--- src/rtl/round_health_controller.sv ---
// Round controller for a two-player fight: arbitrates hits onto both health
// values and sequences fight, status-bar drain, KO hold and match end.
module round_health_controller #(
  parameter logic [8:0]  MAX_HEALTH     = 9'd400,
  parameter logic [31:0] KO_HOLD_CYCLES = 32'd50_000_000,
  parameter int          ROUNDS_TO_WIN  = 2
) (
  input  logic       clk,
  input  logic       reset,
  input  logic       start,
  input  logic       hit_l_req,
  input  logic [7:0] hit_l_dmg,
  input  logic       hit_r_req,
  input  logic [7:0] hit_r_dmg,
  output logic       hit_l_ack,
  output logic       hit_r_ack,
  input  logic [8:0] final_health_l,
  input  logic [8:0] final_health_r,
  output logic [8:0] curr_health_l,
  output logic [8:0] curr_health_r,
  output logic       ko,
  output logic [1:0] winner,
  output logic [1:0] wins_l,
  output logic [1:0] wins_r,
  output logic       match_over,
  output logic [2:0] state
);

  typedef enum logic [2:0] {
    IDLE      = 3'd0,
    FIGHT     = 3'd1,
    DRAIN     = 3'd2,
    KO_HOLD   = 3'd3,
    MATCH_END = 3'd4
  } state_t;

  localparam logic [1:0] WIN_TARGET = 2'(ROUNDS_TO_WIN);

  function automatic logic [8:0] apply_dmg(input logic [8:0] health, input logic [7:0] dmg);
    logic [8:0] dmg_ext;
    dmg_ext = {1'b0, dmg};
    return (health > dmg_ext) ? health - dmg_ext : 9'd0;
  endfunction

  function automatic logic [1:0] inc_sat(input logic [1:0] w);
    return (w == 2'd3) ? w : w + 2'd1;
  endfunction

  state_t      state_q;
  logic        rr_ptr;     // 0: left wins a tie, 1: right wins a tie
  logic [31:0] hold_cnt;

  logic       elig_l, elig_r, grant_l, grant_r;
  logic [8:0] new_health_l, new_health_r;
  logic       hold_done, win_reached, bars_settled;

  // A requester whose ack is currently high has already been served.
  assign elig_l  = hit_l_req & ~hit_l_ack;
  assign elig_r  = hit_r_req & ~hit_r_ack;
  assign grant_l = elig_l & (~elig_r | ~rr_ptr);
  assign grant_r = elig_r & (~elig_l | rr_ptr);

  assign new_health_r = apply_dmg(curr_health_r, hit_l_dmg);
  assign new_health_l = apply_dmg(curr_health_l, hit_r_dmg);

  assign bars_settled = (final_health_l == curr_health_l) && (final_health_r == curr_health_r);
  assign hold_done    = (hold_cnt == KO_HOLD_CYCLES - 32'd1);
  assign win_reached  = (winner == 2'b01) ? (wins_l == WIN_TARGET) : (wins_r == WIN_TARGET);

  assign state = state_q;

  always_ff @(posedge clk or posedge reset) begin
    if (reset) begin
      state_q       <= IDLE;
      curr_health_l <= MAX_HEALTH;
      curr_health_r <= MAX_HEALTH;
      hit_l_ack     <= 1'b0;
      hit_r_ack     <= 1'b0;
      ko            <= 1'b0;
      winner        <= 2'b00;
      wins_l        <= 2'd0;
      wins_r        <= 2'd0;
      match_over    <= 1'b0;
      hold_cnt      <= 32'd0;
      rr_ptr        <= 1'b0;
    end else begin
      hit_l_ack <= 1'b0;
      hit_r_ack <= 1'b0;
      case (state_q)
        IDLE: begin
          if (start) state_q <= FIGHT;
        end
        FIGHT: begin
          if (grant_l) begin
            curr_health_r <= new_health_r;
            hit_l_ack     <= 1'b1;
            rr_ptr        <= 1'b1;
            if (new_health_r == 9'd0) state_q <= DRAIN;
          end else if (grant_r) begin
            curr_health_l <= new_health_l;
            hit_r_ack     <= 1'b1;
            rr_ptr        <= 1'b0;
            if (new_health_l == 9'd0) state_q <= DRAIN;
          end
        end
        DRAIN: begin
          if (bars_settled) begin
            state_q  <= KO_HOLD;
            ko       <= 1'b1;
            hold_cnt <= 32'd0;
            if (curr_health_l != 9'd0) begin
              winner <= 2'b01;
              wins_l <= inc_sat(wins_l);
            end else begin
              winner <= 2'b10;
              wins_r <= inc_sat(wins_r);
            end
          end
        end
        KO_HOLD: begin
          hold_cnt <= hold_cnt + 32'd1;
          if (hold_done) begin
            if (win_reached) begin
              state_q    <= MATCH_END;
              match_over <= 1'b1;
            end else begin
              state_q       <= IDLE;
              curr_health_l <= MAX_HEALTH;
              curr_health_r <= MAX_HEALTH;
              ko            <= 1'b0;
              winner        <= 2'b00;
            end
          end
        end
        MATCH_END: begin
          if (start) begin
            state_q       <= FIGHT;
            curr_health_l <= MAX_HEALTH;
            curr_health_r <= MAX_HEALTH;
            wins_l        <= 2'd0;
            wins_r        <= 2'd0;
            ko            <= 1'b0;
            winner        <= 2'b00;
            match_over    <= 1'b0;
            rr_ptr        <= 1'b0;
          end
        end
        default: state_q <= IDLE;
      endcase
    end
  end

endmodule
--- config.mk ---
export PLATFORM = sky130hd
export DESIGN_NAME = round_health_controller
export DESIGN_NICKNAME = d
export VERILOG_FILES = /design/src/rtl/round_health_controller.sv
export SDC_FILE = /design/constraint.sdc
export NUM_CORES = 1
export LEC_CHECK = 0
export ABC_AREA = 0
export CAP_MARGIN = 10
export CORE_MARGIN = 2
export CORE_UTILIZATION = 58
export DETAILED_ROUTE_END_ITERATION = 7
export GPL_ROUTABILITY_DRIVEN = 0
export GPL_TIMING_DRIVEN = 0
export HOLD_SLACK_MARGIN = 0.1
export PLACE_DENSITY = 0.86
export SLEW_MARGIN = 20
export SYNTH_ARGS = -nofsm -noshare
export SYNTH_HDL_FRONTEND = slang
export SYNTH_SLANG_ARGS = --single-unit
export TNS_END_PERCENT = 5
--- constraint.sdc ---
create_clock -name clk -period 6.55 [get_ports clk]
set_input_delay 1.965 -clock clk [delete_from_list [all_inputs] [get_ports clk]]
set_output_delay 1.965 -clock clk [all_outputs]
set_load 0.03 [all_outputs]
==> out/results.env, run 1 <==
OUTCOME='finished, final reports clean'
WORST_SLACK_NS=1.88
TOTAL_LEAKAGE_POWER_nW=2.21
WIRELENGTH_UM=9910
POWER.NET_SWITCHING_mW=0.877
YOSYS.CELL_COUNT.TOP_TYPE='sky130_fd_sc_hd__dfrtp_1'
FIRST_ITER_VIOLATIONS=188
ANTENNADIODECOUNT=0
MAX_FREQ_MHz=214
FINALMAXSLEWVIOLATIONS=0
TIMING_WORST_SLEW_PIN_VALUE_NS=0.861
POWER_FRAC_SEQ=0.303
CLOCK_SKEW_NS=0.00544
FP.DIEH_UM=88.2
MAX_STAGE_DELAY_NS=0.46
TOP_LAYER='met4'
AREA_GROWTH_PCT=25.4
YOSYS_REG_BITS=64
WORST_SLEW_MARGIN_REL=0.421
TIMING.RR.END='state[0]$_DFFE_PP0P_'
SYNTH_TOP_CELL_BY_AREA='sky130_fd_sc_hd__dfrtp_1'
ROUTE.MET2.WL_UM=4790
SETUP-VIOLATIONS-FINAL=0
SWITCHING_SHARE=0.424
CRITICAL_PATH.SLOWEST_CELL='sky130_fd_sc_hd__clkdlybuf4s50_1'
WORSTREGTOREGCELLS=12
ROUTE.MET3.WL_UM=539
SYNTH.AVG_CELL_AREA_SQ_UM=8.74
START_UTIL=0.602
CTS-RESIZED-GATES=0
TIMING.FINAL.HOLD_VIOLATIONS=0
TIMING.REG2REG.SETUP_SLACK_NS=3.49
MET1_LENGTH_UM=4320
DIE_W_UM=88.2
STD_CELL_ROWS=30
ANTENNA_VIOLATIONS_BEFORE_REPAIR=0
PEAKVDDDROP_mV=0.385
FFS_W_ASYNC_S_R_SYNTH=1.00
DRIVE_ABOVE_1_SHARE=0.0664
SHARE_CLK_OF_TOTAL_POWER=0.180
SYNTH_CELL_TYPES=55
MIN_FROM='hold_cnt[17]$_DFFE_PP0P_'
INTERNAL_POWER_mW=1.19
PORTION_OF_THE_CLOCK_CYCLE_CONSUMED_BY_THE_WORST_PATH_IN_THE_FINAL_LAYOUT=0.713
CAP_VIOLATIONS=0
CTS-HOLD-FIX-BUFFERS=0
CORE-AREA_SQ_UM=6830
VIAS=3810
CTS_BUFFERS=9
H_TREE_LEVELS=3
POWERDENSITY_nW_PER_UM2=401
TRACK_USAGE=0.274
DETAILED_ROUTE_WIRE_LENGTH_PER_CELL_UM=15.2
DR.PASS1.ITERS=5
WORSTPATHMAXFANOUT=3
POSTCTSSETUPREPAIRBUFS=0
WORST_HOLD_PATH.ENDPOINT='hold_cnt[17]$_DFFE_PP0P_'
FINAL_PERIOD_MINUS_WORST_SETUP_SLACK_NS=4.67
SYNTHESIS.YOSYS.WARNINGS=0
CTS_NUM_SINKS=64
YS_SEQ_AREA_FRAC=0.391
FINAL_NET_COUNT=612
CLOCKBUFFERDEPTH=2
PORT_BUFFERS=69
SETUP_TNS_NS=0
DRT_DRC_VIOLATIONS_LEFT=0
IO-PIN-COUNT=70
HOLD_PATH_CLASS='flop to flop'
ROOT_BUFFER='sky130_fd_sc_hd__clkbuf_8'
R2R-START='curr_health_r[0]$_DFFE_PP0P_'
TIMING_WORST_SETUP_PATH_TYPE='input port to flop'
CRIT_CHAIN='clkdlybuf4s50_1, ha_1, inv_1, fa_1, a211oi_1, o21bai_1, a21oi_1, xnor2_1, or3_1, nor4_1, o221ai_1, a22o_1'
TOTAL_DIE_AREA_SQ_UM=7780
RSZ0062_AT_GRT='no'
SHARE_COMB_OF_TOTAL_POWER=0.517
P_TOTAL_mW=2.07
NETLIST_TOP_CELLS_AREA='sky130_fd_sc_hd__dfrtp_1, sky130_fd_sc_hd__ha_1, sky130_fd_sc_hd__o21ai_0'
CTS_TREE='done'
SYN_AREA_SQ_UM=4120
GRT_PASS1_WL_UM=16700
SYN_INST=471
DP_HPWL_UM=7530
CLOCK_LATENCY_NS=0.34
SYNTH_TOP_CELLS_BY_COUNT='sky130_fd_sc_hd__dfrtp_1, sky130_fd_sc_hd__o21ai_0, sky130_fd_sc_hd__nand2_1, sky130_fd_sc_hd__inv_1, sky130_fd_sc_hd__nand3_1'
DRT-VIAS-PER-INSTANCE=5.83
SYNTHESIS.NETS=531
GLOBAL_ROUTE.OVERFLOW_TOTAL=0
SYNTH-EDFF-COUNT=0
TIMING.HOLD.WORST_PATH_DEPTH=1
WORST_PATH_ARRIVAL_NS=4.90
TIMING.CRITICAL_PATH.FROM_TYPE='input port'
POSTSYNTH.TOPFLOPCELL='sky130_fd_sc_hd__dfrtp_1'
CLK_PIN_SLEW_NS=0.06
DETAIL-ROUTE-ANTENNA-NETS=0
CP_DATA_REQUIRED_TIME_NS=6.78
GRT_PASS1_VIAS=3637
END_KIND='flop'
GRT_MAX_DEGREE=42
SYNTH_TOP_AREA_SHARE=0.353
DP_WORST_SETUP_SLACK_NS=1.58
==> worst max-delay path: cells and delay by family <==
kind / cells / cell delay [ns]
AO/OA/AOI/OAI: 5 / 1.03
XOR/XNOR: 1 / 0.11
adder cells (fa/ha/maj): 2 / 0.60
buffers and inverters: 2 / 0.51
AND/OR/NAND/NOR: 2 / 0.68
==> flip-flops by register name, summed over array words and instances (netlist names) <==
name / flops
match_over: 1
hit_r_ack: 1
rr_ptr: 1
state: 3
wins_r: 2
curr_health_r: 9
winner: 2
wins_l: 2
hold_cnt: 32
curr_health_l: 9
ko: 1
hit_l_ack: 1
==> cell type report <==
type,instances,area [sq um]
fill,494,1670
multi-input combinational,364,2340
buffer,10,38.8
timing repair buffer,70,711
clock inverter,3,65.1
sequential,64,1610
inverter,33,126
clock buffer,13,149
tap,96,120
==> cell usage in the layout (no fill, tap or decap), types with 11 or more instances in the layout <==
cell and n:
sky130_fd_sc_hd__inv_1 32, sky130_fd_sc_hd__dfrtp_1 58, sky130_fd_sc_hd__xnor2_1 23, sky130_fd_sc_hd__clkbuf_1 12
sky130_fd_sc_hd__nand2_1 44, sky130_fd_sc_hd__nand4_1 15, sky130_fd_sc_hd__ha_1 19, sky130_fd_sc_hd__nor2_1 29
sky130_fd_sc_hd__clkdlybuf4s50_1 69, sky130_fd_sc_hd__o21ai_0 46, sky130_fd_sc_hd__nand3_1 31, sky130_fd_sc_hd__a21oi_1 26
sky130_fd_sc_hd__nor3_1 11
==> layer usage <==
layer  global-route usage  up-vias
li1                     -     1865
met1                0.364     1801
met2                0.449      120
met3               0.0606       24
met4               0.0923        0
met5                    0        -
==> power by group through the flow <==
stage               clock network (mW)  logic [mW]  registers, mW
floorplan                            0       0.622          0.732
global placement                     0        1.03          0.629
detailed placement                   0        1.05          0.632
CTS                              0.374        1.07          0.627
global route                     0.391        1.17          0.641
finish                           0.373        1.07          0.627
==> how the worst max path moves through the flow <==
| stage | depth (start not counted) | slack, ns | end | start |
|---|---|---|---|---|
| 3_3_place_gp | 12 | 1.63 | state[0]$_DFFE_PP0P_ | hit_l_dmg[0] |
| 2_1_floorplan | 11 | 2.41 | state[0]$_DFFE_PP0P_ | hit_l_dmg[0] |
| 4_1_cts | 12 | 1.92 | state[0]$_DFFE_PP0P_ | hit_l_dmg[0] |
| 6_report | 12 | 1.88 | state[0]$_DFFE_PP0P_ | hit_l_dmg[0] |
| 5_1_grt | 12 | 1.68 | state[0]$_DFFE_PP0P_ | hit_l_dmg[0] |
| 3_5_place_dp | 12 | 1.58 | state[0]$_DFFE_PP0P_ | hit_l_dmg[0] |
==> metrics by stage <==
step	cell area [sq um]	instances	utilization	hold WS (ns)
6_report	5160	653	0.756	0.507
4_1_cts	5160	653	0.756	0.502
3_5_place_dp	4950	637	0.724	0.493
2_1_floorplan	4120	471	-	0.450
3_3_place_gp	4930	636	0.721	0.469
5_1_grt	5160	653	0.756	0.534
==> cell families (layout without fill, tap and decap cells) <==
family / Yosys count / count (layout) / synth area share
buffers and inverters: 43 / 129 / 0.0395
AND/OR/NAND/NOR: 177 / 177 / 0.222
XOR/XNOR: 32 / 32 / 0.0681
AO/OA/AOI/OAI: 126 / 126 / 0.191
flip-flops: 64 / 64 / 0.391
adder cells (fa/ha/maj): 21 / 21 / 0.0675
multiplexers: 8 / 8 / 0.0210
Power figures use the tool's default switching activity.
==> run 2, diff against run 1 <==
- CORE_UTILIZATION: 58 -> 49
- PLACE_DENSITY: 0.86 -> 0.78
- clock period: 6.55 -> 3.83 ns (I/O delays scaled with it)
==> run 2 against run 1 <==
Compared with the run above: first-iteration DRC count down 12%; count of clock-buffer cells in the layout down 4; largest cell class unchanged; power up 69%; final area about the same; register-to-register slack worse by 2.6 ns; combinational power up 71%; sequential power up 69%; largest power group unchanged; sequential share of layout area about the same; clock power up 60%.
==> out/results.env, run 2 (synthesis results as in run 1) <==
CLK_PIN_SLEW_NS=0.09
DETAILED_ROUTE_WIRE_LENGTH_PER_CELL_UM=15.0
DRIVE_ABOVE_1_SHARE=0.0736
TIMING_WORST_SETUP_PATH_TYPE='input port to flop'
DP.CELLS=646
WORST_PATH_ARRIVAL_NS=3.95
FINAL-INSTANCE-COUNT-EXCL-FILL=662
TIMING.CRITICAL_PATH.FROM_TYPE='input port'
LARGEST_REGISTER_FF_COUNT=32
WORSTPATHMAXFANOUT=3
FINAL_PERIOD_MINUS_WORST_SETUP_SLACK_NS=3.72
END_KIND='flop'
OUTCOME='finished, final reports clean'
SETUP_TNS_NS=0
TOTAL_DIE_AREA_SQ_UM=9150
FINAL_NET_COUNT=612
ANTENNADIODECOUNT=0
POST_DETAILED_PLACEMENT_CELL_AREA_SQ_UM=4960
DETAIL-ROUTE-ANTENNA-NETS=0
CTS_BUFFERS=9
TRACK_USAGE=0.239
AREA_GROWTH_PCT=25.6
CLOCK_LATENCY_NS=0.35
FIRST_ITER_VIOLATIONS=166
START_UTIL=0.503
MAX_FREQ_MHz=269
PORTION_OF_THE_CLOCK_CYCLE_CONSUMED_BY_THE_WORST_PATH_IN_THE_FINAL_LAYOUT=0.970
MOST_COMMON_CELL_AFTER_LAYOUT_FILL_AND_TAPS_ASIDE='sky130_fd_sc_hd__clkdlybuf4s50_1'
DP_HPWL_UM=7610
TIMING_WORST_SLEW_PIN_VALUE_NS=0.735
CP_DATA_REQUIRED_TIME_NS=4.06
IO-PIN-COUNT=70
POWERDENSITY_nW_PER_UM2=677
DRT-VIAS-PER-INSTANCE=5.71
VIAS=3778
CTS_NUM_SINKS=64
RSZ0062_AT_GRT='no'
TIMING.FINAL.HOLD_VIOLATIONS=0
CLOCKBUFFERDEPTH=2
HOLD_PATH_CLASS='flop to flop'
POSTCTSSETUPREPAIRBUFS=0
CAP_VIOLATIONS=0
WORST_SLEW_MARGIN_REL=0.506
CTS-HOLD-FIX-BUFFERS=0
TOTAL_LEAKAGE_POWER_nW=2.20
CORE-AREA_SQ_UM=8180
CLOCK_SKEW_NS=0.0139
GRT_MAX_DEGREE=35
FP.DIEH_UM=95.6
GRT_PASS1_VIAS=3664
MAX_FLOP_REGISTER='hold_cnt'
FINALMAXSLEWVIOLATIONS=0
CTS_TREE='done'
SETUP-VIOLATIONS-FINAL=0
MOST-COMMON-LAYOUT-CELLS='sky130_fd_sc_hd__clkdlybuf4s50_1, sky130_fd_sc_hd__dfrtp_1, sky130_fd_sc_hd__o21ai_0, sky130_fd_sc_hd__nand2_1, sky130_fd_sc_hd__inv_1'
PORT_BUFFERS=69
WIRELENGTH_UM=9930
DIE_W_UM=95.6
STD_CELL_ROWS=33
ANTENNA_VIOLATIONS_BEFORE_REPAIR=0
ROOT_BUFFER='sky130_fd_sc_hd__clkbuf_8'
REG_TOP3='hold_cnt (32), curr_health_l (9), curr_health_r (9)'
DR.PASS1.ITERS=4
H_TREE_LEVELS=3
GRT_PASS1_WL_UM=17100
DRT_DRC_VIOLATIONS_LEFT=0
POSTLAYOUTCELLAREA_SQ_UM=5170
GLOBAL_ROUTE.OVERFLOW_TOTAL=0
PEAKVDDDROP_mV=0.421
-- run 2: changes by cell type in the layout (fill, tap and decap cells not counted), moves of 2 or more --
cell / change
sky130_fd_sc_hd__clkinvlp_4: +2
sky130_fd_sc_hd__clkbuf_1: -3
sky130_fd_sc_hd__inv_6: +2
sky130_fd_sc_hd__clkinv_4: +2
-- run 2: area by class of cell --
class | instances | area (sq um)
Multi-Input combinational cell | 364 | 2350
Clock inverter | 7 | 80.1
Clock buffer | 9 | 124
Fill cell | 703 | 3010
Sequential cell | 64 | 1610
Buffer | 10 | 38.8
Timing Repair Buffer | 70 | 711
Inverter | 33 | 126
Tap cell | 105 | 131
-- run 2: worst max-delay path, stage by stage --
cell                              delay [ns]
sky130_fd_sc_hd__clkdlybuf4s50_1        0.46
sky130_fd_sc_hd__ha_1                   0.16
sky130_fd_sc_hd__inv_1                  0.06
sky130_fd_sc_hd__fa_1                   0.42
sky130_fd_sc_hd__a211oi_1               0.23
sky130_fd_sc_hd__o21bai_1               0.17
sky130_fd_sc_hd__o221a_2                0.27
sky130_fd_sc_hd__nor2_1                 0.20
sky130_fd_sc_hd__xor2_1                 0.10
sky130_fd_sc_hd__nor4_1                 0.28
sky130_fd_sc_hd__o221ai_1               0.18
sky130_fd_sc_hd__a22o_1                 0.26
-- run 2: per-layer routing --
metal	track usage	routed length (um)	share of wire
met2	0.390	4630	0.47
met3	0.0372	409	0.041
met5	0	0	0
met4	0.0750	168	0.017
met1	0.326	4730	0.48
-- run 2: worst paths after layout --
check / from / end / slack (ns) / cells after the start
hold reg to reg: hold_cnt[17]$_DFFE_PP0P_ / hold_cnt[17]$_DFFE_PP0P_ / 0.50 / 1
hold / removal: hold_cnt[17]$_DFFE_PP0P_ / hold_cnt[17]$_DFFE_PP0P_ / 0.50 / 1
max in group asynchronous: reset / hold_cnt[10]$_DFFE_PP0P_ / 2.17 / 3
setup reg to reg: curr_health_r[0]$_DFFE_PP0P_ / state[0]$_DFFE_PP0P_ / 0.91 / 12
setup / recovery: hit_l_dmg[0] / state[0]$_DFFE_PP0P_ / 0.11 / 12
min in group asynchronous: reset / curr_health_r[1]$_DFFE_PP0P_ / 1.15 / 2
-- run 2: repair_timing --
item	CTS	global route
endpoints found under the hold margin	0	0
endpoints found under the setup margin	0	2
gates resized for setup	0	2
-- run 2: where the power goes --
part | internal [mW] | switching (mW)
sequential | 0.860 | 0.204
combinational | 0.798 | 1.04
clock | 0.307 | 0.291
total | 1.96 | 1.53
-- run 2: per-stage QoR --
| step | power (mW) | util | setup slack (ns) | hold slack [ns] |
|---|---|---|---|---|
| 2_1_floorplan | 2.32 | - | 0.503 | 0.450 |
| 3_3_place_gp | 2.84 | 0.604 | -0.240 | 0.466 |
| 3_5_place_dp | 2.89 | 0.607 | -0.233 | 0.481 |
| 4_1_cts | 3.49 | 0.632 | 0.112 | 0.494 |
| 5_1_grt | 3.75 | 0.632 | 0.00388 | 0.528 |
| 6_report | 3.50 | 0.632 | 0.113 | 0.501 |
==> run 3, diff against run 2 <==
- SLEW_MARGIN: 20 -> not set
==> run 3 against run 2 <==
Compared with the run above: power grew 4.1%; non-clock buffer count is the same; clock skew shrank 0.0019 ns; routed wire length grew 3.8%; critical path type unchanged; first-iteration DRC count grew 16%; sequential share of layout area shrank 0.31 points; largest cell class unchanged.
==> out/results.env, run 3 (synthesis results as in run 1) <==
MAX_FREQ_MHz=271
FP.DIEH_UM=95.6
GRT_PASS1_VIAS=3655
END_KIND='flop'
WORST_PATH_ARRIVAL_NS=3.91
R2R-START='curr_health_r[0]$_DFFE_PP0P_'
STD_CELL_ROWS=33
ANTENNADIODECOUNT=0
WORSTSETUPSTARTPOINT='hit_l_dmg[0]'
PEAKVDDDROP_mV=0.439
DETAILED_ROUTE_WIRE_LENGTH_PER_CELL_UM=15.6
MAX_FLOP_REGISTER='hold_cnt'
CTS_TREE='done'
FINAL_CORE_UTILIZATION=0.639
WORST_HOLD_PATH.ENDPOINT='hold_cnt[22]$_DFFE_PP0P_'
CAP_VIOLATIONS=0
WORSTPATHBUFFERINVERTERCOUNT=2
TIMING.HOLD.WORST_PATH_DEPTH=1
TIMING_WORST_SLEW_PIN_VALUE_NS=0.782
HOLD_PATH_CLASS='flop to flop'
DR.PASS1.ITERS=4
WORST_SLEW_MARGIN_REL=0.474
SHARE_COMB_OF_TOTAL_POWER=0.512
WORSTREGTOREGCELLS=12
TIMING.REG2REG.SETUP_SLACK_NS=0.95
RSZ0062_AT_GRT='no'
REG_TOP3='hold_cnt (32), curr_health_l (9), curr_health_r (9)'
CTS-RESIZED-GATES=0
VIAS=3830
GRT_MAX_DEGREE=35
DIE_W_UM=95.6
CRITICAL_PATH.SLOWEST_CELL='sky130_fd_sc_hd__clkdlybuf4s50_1'
CPLARGESTDELAYFAMILY='compound AO/OA/AOI/OAI gates'
TRACK_USAGE=0.245
H_TREE_LEVELS=3
TOTAL_DIE_AREA_SQ_UM=9150
POST_DETAILED_PLACEMENT_CELL_AREA_SQ_UM=4960
FIRST_ITER_VIOLATIONS=193
PORTION_OF_THE_CLOCK_CYCLE_CONSUMED_BY_THE_WORST_PATH_IN_THE_FINAL_LAYOUT=0.962
MAX_STAGE_DELAY_NS=0.46
POWER.NET_SWITCHING_mW=1.54
MOST_COMMON_CELL_AFTER_LAYOUT_FILL_AND_TAPS_ASIDE='sky130_fd_sc_hd__clkdlybuf4s50_1'
INTERNAL_POWER_mW=2.10
DRIVE_ABOVE_1_SHARE=0.0790
AREA_GROWTH_PCT=26.8
POWERDENSITY_nW_PER_UM2=697
TOTAL_LEAKAGE_POWER_nW=2.22
SHARE_CLK_OF_TOTAL_POWER=0.194
CP.DEPTH=12
TIMING.RR.END='state[0]$_DFFE_PP0P_'
FINALHOLDWORSTSLACK_NS=0.484
FINAL_NET_COUNT=612
CORE-AREA_SQ_UM=8180
CTS_BUFFERS=9
CLOCK_LATENCY_NS=0.35
CP_DATA_REQUIRED_TIME_NS=4.06
DRT-VIAS-PER-INSTANCE=5.79
WIRELENGTH_UM=10300
ANTENNA_VIOLATIONS_BEFORE_REPAIR=0
CLK_PIN_SLEW_NS=0.07
DRT_DRC_VIOLATIONS_LEFT=0
POSTCTSSETUPREPAIRBUFS=0
DP_HPWL_UM=7640
SWITCHING_SHARE=0.424
CTS_NUM_SINKS=64
POWER_FRAC_SEQ=0.293
FINALMAXSLEWVIOLATIONS=0
FINAL.FILL_COUNT=703
MOST-COMMON-LAYOUT-CELLS='sky130_fd_sc_hd__clkdlybuf4s50_1, sky130_fd_sc_hd__dfrtp_1, sky130_fd_sc_hd__o21ai_0, sky130_fd_sc_hd__nand2_1, sky130_fd_sc_hd__inv_1'
LARGEST_REGISTER_FF_COUNT=32
CLOCK_SKEW_NS=0.0119
CRIT_CHAIN='clkdlybuf4s50_1, ha_1, inv_1, fa_1, a211oi_2, o21bai_2, a21oi_2, xnor2_1, or3_1, nor4_2, o221ai_1, a22o_1'
START_UTIL=0.503
POSTLAYOUTCELLAREA_SQ_UM=5220
GLOBAL_ROUTE.OVERFLOW_TOTAL=0
TIMING.FINAL.HOLD_VIOLATIONS=0
GRT_PASS1_WL_UM=17400
P_TOTAL_mW=3.64
OUTCOME='finished, final reports clean'
SETUP-VIOLATIONS-FINAL=0
IO-PIN-COUNT=70
TIMING.CRITICAL_PATH.FROM_TYPE='input port'
DETAIL-ROUTE-ANTENNA-NETS=0
TIMING_WORST_SETUP_PATH_TYPE='input port to flop'
CLOCKBUFFERDEPTH=2
FINAL_PERIOD_MINUS_WORST_SETUP_SLACK_NS=3.68
PORT_BUFFERS=69
MIN_FROM='hold_cnt[22]$_DFFE_PP0P_'
CTS-HOLD-FIX-BUFFERS=0
WORSTPATHMAXFANOUT=3
ROOT_BUFFER='sky130_fd_sc_hd__clkbuf_8'
-- run 3: stage by stage --
stage | worst slack (ns) | std cells | TNS [ns]
2_1_floorplan | 0.503 | 471 | 0
3_3_place_gp | -0.240 | 645 | -1.77
3_5_place_dp | -0.268 | 646 | -0.497
4_1_cts | 0.0456 | 662 | 0
5_1_grt | 0.0174 | 662 | 0
6_report | 0.146 | 662 | 0
-- run 3: layout make-up --
class / count / area, sq um / area share
multi-input cells: 364 / 2360 / 0.453
flip-flops and latches: 64 / 1610 / 0.308
repair buffers: 70 / 711 / 0.136
well taps: 105 / 131 / 0.0252
clock buffers: 9 / 124 / 0.0237
inverters: 33 / 124 / 0.0237
clock inverters: 7 / 120 / 0.0230
plain buffers: 10 / 38.8 / 0.00743
-- run 3: per-layer routing --
metal  wire [um]  vias up  part of all wire  global-route usage
li1            -     1867                 -                   -
met1        4780     1852              0.46               0.332
met2        4930       97              0.48               0.403
met3         420       14             0.041              0.0253
met4         177        0             0.017              0.0988
met5           0        -                 0                   0
-- run 3: power groups by stage --
stage          combinational, mW  clock, mW  sequential, mW
3_3_place_gp                1.77          0            1.06
6_report                    1.86      0.708            1.07
5_1_grt                     2.03      0.747            1.10
2_1_floorplan               1.06          0            1.25
3_5_place_dp                1.81          0            1.08
4_1_cts                     1.84      0.716            1.07
-- run 3: worst max-delay path by stage --
| stage | slack (ns) | endpoint |
|---|---|---|
| after floorplan | 0.50 | state[0]$_DFFE_PP0P_ |
| after global placement | -0.24 | state[0]$_DFFE_PP0P_ |
| after detailed placement | -0.27 | state[0]$_DFFE_PP0P_ |
| after CTS | 0.05 | state[0]$_DFFE_PP0P_ |
| after global routing | 0.02 | state[1]$_DFFE_PP0P_ |
| final | 0.15 | state[0]$_DFFE_PP0P_ |
==> edit, RTL diff (flow settings as in run 2) <==
Make the reset (`reset`) synchronous in one clocked block.
--- a/src/rtl/round_health_controller.sv
+++ b/src/rtl/round_health_controller.sv
@@ -69,7 +69,7 @@
 
   assign state = state_q;
 
-  always_ff @(posedge clk or posedge reset) begin
+  always_ff @(posedge clk) begin
     if (reset) begin
       state_q       <= IDLE;
       curr_health_l <= MAX_HEALTH;
Formal check against the unedited RTL: differs if reset is asserted again (counterexample within 4 cycles, from zero or initial values and one cycle with reset high); with reset held inactive, the same outputs for 10 cycles.
==> edit against run 2 <==
Die area rose by 6.2%; worst hold slack got worse by 0.015 ns; power down 31%; worst setup slack improved by 0.024 ns; count of clock-buffer cells in the layout grew 1; cell area grew 7.1%; wire length up 24%; sequential cell count stayed put; maximum frequency up 0.64%; area after synthesis rose by 6.5%; largest cell class unchanged.
==> edit: results (changes against run 2) <==
Power
  – Comb pwr share: 40.2% (-12 points)
  – LEAKAGE: 2.037 nW (-7.2%)
  – Internal: 1.515 mW (-23%)
  – VDD IR max: 211.5 uV (-50%)
  – Clock power share: 27.5% (+10 points)

Critical path
  – Startpoint of the worst-slack reg-to-reg timing path: curr_health_l[0]
  – CP Capture Point: state[0]

Detailed routing
  – Post-DR vias/cell: 6.015 (+5.4%)
  – Drt pass-1 iters: 5 (+1)
  – Initial DRC Count: 302 (+82%)

Logic synthesis
  – Sequential cell area fraction in the yosys report: 29.24% (-9.9 points)
  – Top post-synthesis cells by area: dfxtp_1, nor2_1, ha_1
  – Yosys cell types: 77 (+40%)
  – Post-synth ARST share: 0% (-100 points)
  – Top cells by count, synth: nor2_1, dfxtp_1, a21oi_1
  – Syn nets: 612 (+15%)

Layout
  – Bufs w/o clock: 93 (+16%)
  – CLK BUF: 10 (+1)
  – Reg area: 1281 um^2 (-20%)
  – Fill cells: 754 (+7.3%)
  – Share of cells above drive strength 1: 10.50% (+3.1 points)
  – Comb_multi_in: 433 (+19%)
  – Clock-cell share of area: 4.159% (+0.21 points)
  – Inverters: 32 (-3.0%)
  – Area of the multi-input gates: 2969 um^2 (+26%)
  – NonClk Buf Share: 14.44% (-0.060 points)
  – Syn-to-layout area delta: 26.33%

Floorplanning
  – Die W: 98.57 um (+3.1%)

Placement
  – IO buf count: 68 (-1.4%)
  – Hpwl dp: 8962 um (+18%)

Hold path
  – Hold Path Stages: 2 (+1)

Global routing
  – Largest net degree at the start of global routing: 13 (-63%)

Timing
  – Worst slew margin: 53.18% (+2.6 points)

Status
  – Status: finished, final reports clean
-- edit: cells by family after synthesis --
| kind of cell | Yosys count | share of synthesized area [%] |
|---|---|---|
| compound gates | 141 | 23.59 |
| xor+xnor | 29 | 5.797 |
| fa+ha+maj | 21 | 6.339 |
| buf+inv | 55 | 5.054 |
| flops | 64 | 29.24 |
| mux | 12 | 2.970 |
| simple gates | 230 | 27.01 |
-- edit: timing repair --
action	CTS	global route
setup buffers	0	2
gates resized for setup	3	16
setup endpoints to repair	2	2
pin swaps	0	10
-- edit: metrics by stage --
step | total power [mW] | worst slack (ns) | instances
after floorplan | 1.420 | 0.4209 | 552
after global placement | 1.673 | -0.3076 | 728
after detailed placement | 1.699 | -0.4035 | 728
after CTS | 2.368 | 0.007890 | 744
after global routing | 2.545 | -0.01911 | 746
final | 2.428 | 0.1367 | 746
-- edit: per-layer routing --
layer	wire length, um	up-vias	global-route usage (%)
met5	0	-	0
met2	5923	164	43.17
met3	684	15	3.050
met4	153	0	7.798
li1	-	2174	-
met1	5538	2134	31.94
